<file path="config.mk">
export PLATFORM = sky130hd
export DESIGN_NAME = hack_fetch_unit
export DESIGN_NICKNAME = d
export VERILOG_FILES = /design/src/rtl/hack_fetch_pkg.sv /design/src/rtl/hack_fetch_unit_fifo.sv /design/src/rtl/hack_fetch_unit.sv
export SDC_FILE = /design/constraint.sdc
export NUM_CORES = 1
export LEC_CHECK = 0
export CAP_MARGIN = 25
export CORE_UTILIZATION = 40
export CTS_BUF_LIST = sky130_fd_sc_hd__clkbuf_8
export CTS_CLUSTER_DIAMETER = 120
export CTS_CLUSTER_SIZE = 25
export DETAILED_ROUTE_END_ITERATION = 7
export HOLD_SLACK_MARGIN = 0.05
export SLEW_MARGIN = 30
export SYNTH_ARGS = -nofsm -noshare
export SYNTH_HDL_FRONTEND = slang
export SYNTH_SLANG_ARGS = --single-unit
</file>
<file path="constraint.sdc">
create_clock -name clk -period 3.3 [get_ports clk]
set_input_delay 0.66 -clock clk [delete_from_list [all_inputs] [get_ports clk]]
set_output_delay 0.66 -clock clk [all_outputs]
set_load 0.005 [all_outputs]
</file>
<file path="src/rtl/hack_fetch_pkg.sv">
// Shared widths, reset fetch address and the prefetch queue entry layout for the Hack fetch stage.
package hack_fetch_pkg;
    localparam int ADDR_W  = 15;
    localparam int INSTR_W = 16;

    localparam logic [ADDR_W-1:0] RESET_PC_DEF = '0;

    typedef struct packed {
        logic [INSTR_W-1:0] instr;
        logic [ADDR_W-1:0]  pc;
    } fetch_entry_t;
endpackage

</file>
<file path="src/rtl/hack_fetch_unit_fifo.sv">
// DEPTH-entry circular prefetch queue; 1-cycle write-to-head latency, head visible combinationally.
// Caller guarantees no push when full; flush empties the queue and drops any same-edge push/pop.
module fetch_fifo
    import hack_fetch_pkg::*;
#(
    parameter int DEPTH = 4,
    localparam int PW = $clog2(DEPTH),
    localparam int CW = $clog2(DEPTH) + 1
) (
    input  logic          clk,
    input  logic          reset,
    input  logic          push,
    input  fetch_entry_t  push_dat,
    input  logic          pop,
    input  logic          flush,
    output logic [CW-1:0] count,
    output fetch_entry_t  head
);
    fetch_entry_t  mem_q [DEPTH];
    logic [PW-1:0] wr_q, rd_q;
    logic [CW-1:0] cnt_q;

    // DEPTH is a power of two, so pointer overflow is the modulo wrap.
    always_ff @(posedge clk or posedge reset) begin
        if (reset) begin
            wr_q  <= '0;
            rd_q  <= '0;
            cnt_q <= '0;
        end else if (flush) begin
            wr_q  <= '0;
            rd_q  <= '0;
            cnt_q <= '0;
        end else begin
            if (push) wr_q <= wr_q + 1'b1;
            if (pop)  rd_q <= rd_q + 1'b1;
            cnt_q <= cnt_q + CW'(push) - CW'(pop);
        end
    end

    always_ff @(posedge clk) begin
        if (push && !flush) mem_q[wr_q] <= push_dat;
    end

    assign count = cnt_q;
    assign head  = mem_q[rd_q];
endmodule

</file>
<file path="src/rtl/hack_fetch_unit.sv">
// Hack instruction fetch: sequential ROM issue into a prefetch queue, valid/ready to decode, jmp redirect (3-cycle, 2 with FETCH_BYPASS_EN).
// Issue stalls when queue plus in-flight word would exceed DEPTH; instr_ready=0 holds the head.
module hack_fetch_unit
    import hack_fetch_pkg::*;
#(
    parameter int                DEPTH    = 4,
    parameter logic [ADDR_W-1:0] RESET_PC = RESET_PC_DEF
) (
    input  logic               clk,
    input  logic               reset,
    output logic [ADDR_W-1:0]  rom_addr,
    input  logic [INSTR_W-1:0] rom_dout,
    input  logic               jmp,
    input  logic [ADDR_W-1:0]  jmp_target,
    output logic [INSTR_W-1:0] instr,
    output logic [ADDR_W-1:0]  instr_pc,
    output logic               instr_valid,
    input  logic               instr_ready
);
    localparam int CW = $clog2(DEPTH) + 1;
    localparam logic [CW:0] DEPTH_C = (CW+1)'(DEPTH);

    logic [ADDR_W-1:0] fpc_q, fpc_d;
    logic [ADDR_W-1:0] inflight_pc_q, inflight_pc_d;
    logic              inflight_q, inflight_d;
    logic [CW-1:0]     count;
    fetch_entry_t      head, rsp;
    logic              issue, push, pop, q_nempty;

    assign rom_addr = fpc_q;
    assign q_nempty = (count != '0);
    assign rsp      = '{instr: rom_dout, pc: inflight_pc_q};

    // Counting the in-flight word reserves its slot, so a push is never refused.
    assign issue = !jmp && (({1'b0, count} + (CW+1)'(inflight_q)) < DEPTH_C);

`ifdef FETCH_BYPASS_EN
    logic byp;
    assign byp         = !q_nempty && inflight_q;
    assign instr_valid = q_nempty || byp;
    assign push        = inflight_q && !jmp && !(byp && instr_ready);
    assign pop         = q_nempty && instr_ready && !jmp;

    always_comb begin
        instr    = '0;
        instr_pc = '0;
        if (q_nempty) begin
            instr    = head.instr;
            instr_pc = head.pc;
        end else if (byp) begin
            instr    = rsp.instr;
            instr_pc = rsp.pc;
        end
    end
`else
    assign instr_valid = q_nempty;
    assign push        = inflight_q && !jmp;
    assign pop         = q_nempty && instr_ready && !jmp;

    always_comb begin
        instr    = '0;
        instr_pc = '0;
        if (q_nempty) begin
            instr    = head.instr;
            instr_pc = head.pc;
        end
    end
`endif

    always_comb begin
        fpc_d         = fpc_q;
        inflight_d    = 1'b0;
        inflight_pc_d = inflight_pc_q;
        if (jmp) begin
            fpc_d = jmp_target;
        end else if (issue) begin
            fpc_d         = fpc_q + 15'd1;
            inflight_d    = 1'b1;
            inflight_pc_d = fpc_q;
        end
    end

    always_ff @(posedge clk or posedge reset) begin
        if (reset) begin
            fpc_q         <= RESET_PC;
            inflight_q    <= 1'b0;
            inflight_pc_q <= '0;
        end else begin
            fpc_q         <= fpc_d;
            inflight_q    <= inflight_d;
            inflight_pc_q <= inflight_pc_d;
        end
    end

    fetch_fifo #(.DEPTH(DEPTH)) u_fifo (
        .clk      (clk),
        .reset    (reset),
        .push     (push),
        .push_dat (rsp),
        .pop      (pop),
        .flush    (jmp),
        .count    (count),
        .head     (head)
    );
endmodule

</file>
==> flow_summary.toml <==
[run_status]
outcome = "completed"

[logic_synthesis]
yosysTopAreaCell = "edfxtp_1"
synth-edff-count = 124
synth-main-ff-cell = "edfxtp_1"
synthCells = 379
postSynthAreaPerCell_sq_um = 17.5
synth_seq_cells = 162
yosysUniqueCellTypes = 34
synth.cell_area_sq_um = 6630
async_flop_share = 0.235
synth_nets = 423
netlist_top_cells_area = "edfxtp_1 (56%), dfrtp_1 (14%), mux4_2 (11%)"
synth_top_cell_area_share = 0.562
synth-seq-area-share = 0.705
synth_warnings = 0

[finish]
num_antenna_cells = 0
fillers = 1387
final_layout_size_suffix_gt1_frac = 0.191
finalInstanceArea_sq_um = 8140
nets = 517
syn_to_final_growth_pct = 22.8

[clock_tree]
clk_pin_slew_ns = 0.08
clockBufferDepth = 2
cts-root-buf = "clkbuf_8"
post_cts_buffers = 0
cts_resized = 0
cts-hold-fix-buffers = 0
cts_made_buffers = 17
cts_num_sinks = 162
clk_latency_ns = 0.43
htreeDepth = 4
cts_tree = "yes"

[detailed_routing]
drc = 0
vias = 3589
viasPerCell = 5.11
firstDrtPassIters = 7
ant_nets = 0
wirelength_mm = 12.3
post_drt_wl_per_cell_um = 17.5
drtIter0Drc = 227

[critical_path]
crit_required_ns = 2.64
crit_type = "register to primary output"
rr_endpoint = "u_fifo.count[2]$_DFF_PP0_"
rr_startpoint = "u_fifo.count[1]$_DFF_PP0_"
r2r_setup_slack_ns = 0.81
path_max_fanout = 24
r2r_cells = 10
cp-start-kind = "register"
cp_data_arrival_time_ns = 2.38
endpoint_kind = "primary output"

[grt]
use_met1 = 0.204
grt_usage = 0.158
met2_usage = 0.258
grt_overflow_total = 0
grt_pass1_wl_mm = 19.7
grt_max_degree = 32
globalRouteMet3Util = 0.0456
top_usage_layer = "met2"
antenna_found_initial = 0
grt_pass1_vias = 3723

[floorplan]
core_area_sq_um = 16000
dieHeight_um = 131
initial_utilization = 0.414
die_area_sq_um = 17100
ios = 82
rows = 46
die_width_um = 131

[pwr]
power_leakage_nw = 2.78
p_comb_frac = 0.284
p_seq_frac = 0.472
p_int_mw = 4.20
total_power_mw = 5.74
p_sw_frac = 0.268
switching_power_mw = 1.54
peakVddDrop_uv = 284
p_per_area_nw_per_um2 = 706
clkPwrFrac = 0.244

[hold_path]
hp-class = "register to register"
min_to = "u_fifo.mem_q[2][7]$_DFFE_PP_"
min_path_cells = 0
min_from = "inflight_pc_q[7]$_DFFE_PP0P_"

[placed_design]
hpwl_mm = 7.98
gp_congestion = 0.742
port_buffers = 81
placed_cell_area_sq_um = 7750

[sta]
setup-tns-final_ns = 0
min_period_ns = 3.04
rsz0062_at_grt = "false"
setup_viol_count_final = 0
finalClockSkew_ns = 0.00598
finalMaxSlewViolations = 0
hold_viol_final = 0
relSlewSlack = 0.516
fin_crit_sh = 0.922
fmax_mhz = 329
worst_pin_slew_ns = 0.726

[job]
maxCapViolations = 0
-- cells in the mapped netlist (all sizes together), types with 5 or more instances --
cell and instances:
or4 8, o31ai 8, edfxtp 124, dfrtp 38
and2 36, nand3 7, ha 8, a31oi 11
buf 10, nor2 18, o21ai 5, mux4 31
clkbuf 10, mux2 15, nand2 10, inv 9
-- worst max path at each step --
stage                                         start                         to  slack [ns]  depth (start not counted)
after global placement                          jmp  u_fifo.count[2]$_DFF_PP0_        0.66                          9
after floorplan                                 jmp  u_fifo.count[2]$_DFF_PP0_        0.86                         10
final                     u_fifo.count[1]$_DFF_PP0_                instr_pc[5]        0.26                          4
after global routing      u_fifo.count[1]$_DFF_PP0_                   instr[1]        0.12                          4
after CTS                 u_fifo.count[1]$_DFF_PP0_                instr_pc[5]        0.18                          4
after detailed placement                        jmp  u_fifo.count[2]$_DFF_PP0_        0.58                          9
-- critical path, cell delays in order, from the launching register on --
cell	delay, ns
dfrtp_1	0.46
or3_1	0.55
buf_4	0.29
and2_1	0.19
clkdlybuf4s50_1	0.45
-- cells by family (layout without fill, tap and decap cells) --
kind of cell	after synthesis	after routing	synth area share
AOI/OAI and AO/OA	29	29	0.0325
xor gates and xnor gates	5	5	0.00661
adders and majority gates	9	9	0.0181
buffers and inverters	29	136	0.0210
DFF	162	162	0.705
muxes	50	50	0.137
and+or+nand+nor	95	95	0.0795
-- state kept, by name, indices dropped and copies added, names as in the netlist --
name	flops
u_fifo.count	3
inflight_q	1
u_fifo.mem_q	124
u_fifo.rd_q	2
inflight_pc_q	15
rom_addr	15
u_fifo.wr_q	2
-- stage by stage --
stage                     hold slack [ns]  std cells  utilization  setup WS [ns]
final                               0.529        702        0.509          0.259
after floorplan                     0.472        379            -          0.865
after CTS                           0.534        702        0.509          0.176
after global routing                0.548        702        0.509          0.124
after detailed placement            0.514        670        0.484          0.582
after global placement              0.495        670        0.484          0.657
-- cell usage in the layout, fill, tap and decap left out, types with 3 or more instances in the layout --
cell             count
nand3_1              7
clkinv_1             3
o31ai_1              8
nand2_1             10
clkbuf_8            17
and2_1              32
o21ai_0              5
nor2_1              18
clkdlybuf4s50_1     81
mux2_2              15
inv_1               12
clkinv_2             3
bufinv_16            3
buf_4               11
nor2b_1              4
dfrtp_1             37
nand4_1              3
mux2i_1              4
mux4_2              31
or4_1                8
ha_1                 8
buf_12               3
or3_1                4
a31oi_1             11
xnor2_1              3
and2_2               4
edfxtp_1           124
-- power groups by stage --
stage | sequential [mW] | combinational [mW] | clock, mW
floorplan | 2.68 | 0.932 | 0
global placement | 2.74 | 1.65 | 0
detailed placement | 2.76 | 1.67 | 0
CTS | 2.72 | 1.68 | 1.44
global route | 2.75 | 1.80 | 1.52
finish | 2.71 | 1.63 | 1.40
-- final cells by class --
type | instances | area (sq um) | area share
Multi-Input combinational cell | 188 | 1820 | 0.223
Inverter | 9 | 33.8 | 0.00415
Timing Repair Buffer | 95 | 953 | 0.117
Sequential cell | 162 | 4680 | 0.575
Tap cell | 216 | 270 | 0.0332
Clock buffer | 17 | 234 | 0.0288
Clock inverter | 15 | 151 | 0.0186
-- routing by layer --
layer / up-vias / share of wire
li1: 1651 / -
met1: 1827 / 0.46
met2: 100 / 0.48
met3: 11 / 0.048
met4: 0 / 0.0087
met5: - / 0
No activity file was read; power rests on OpenSTA's default activity.
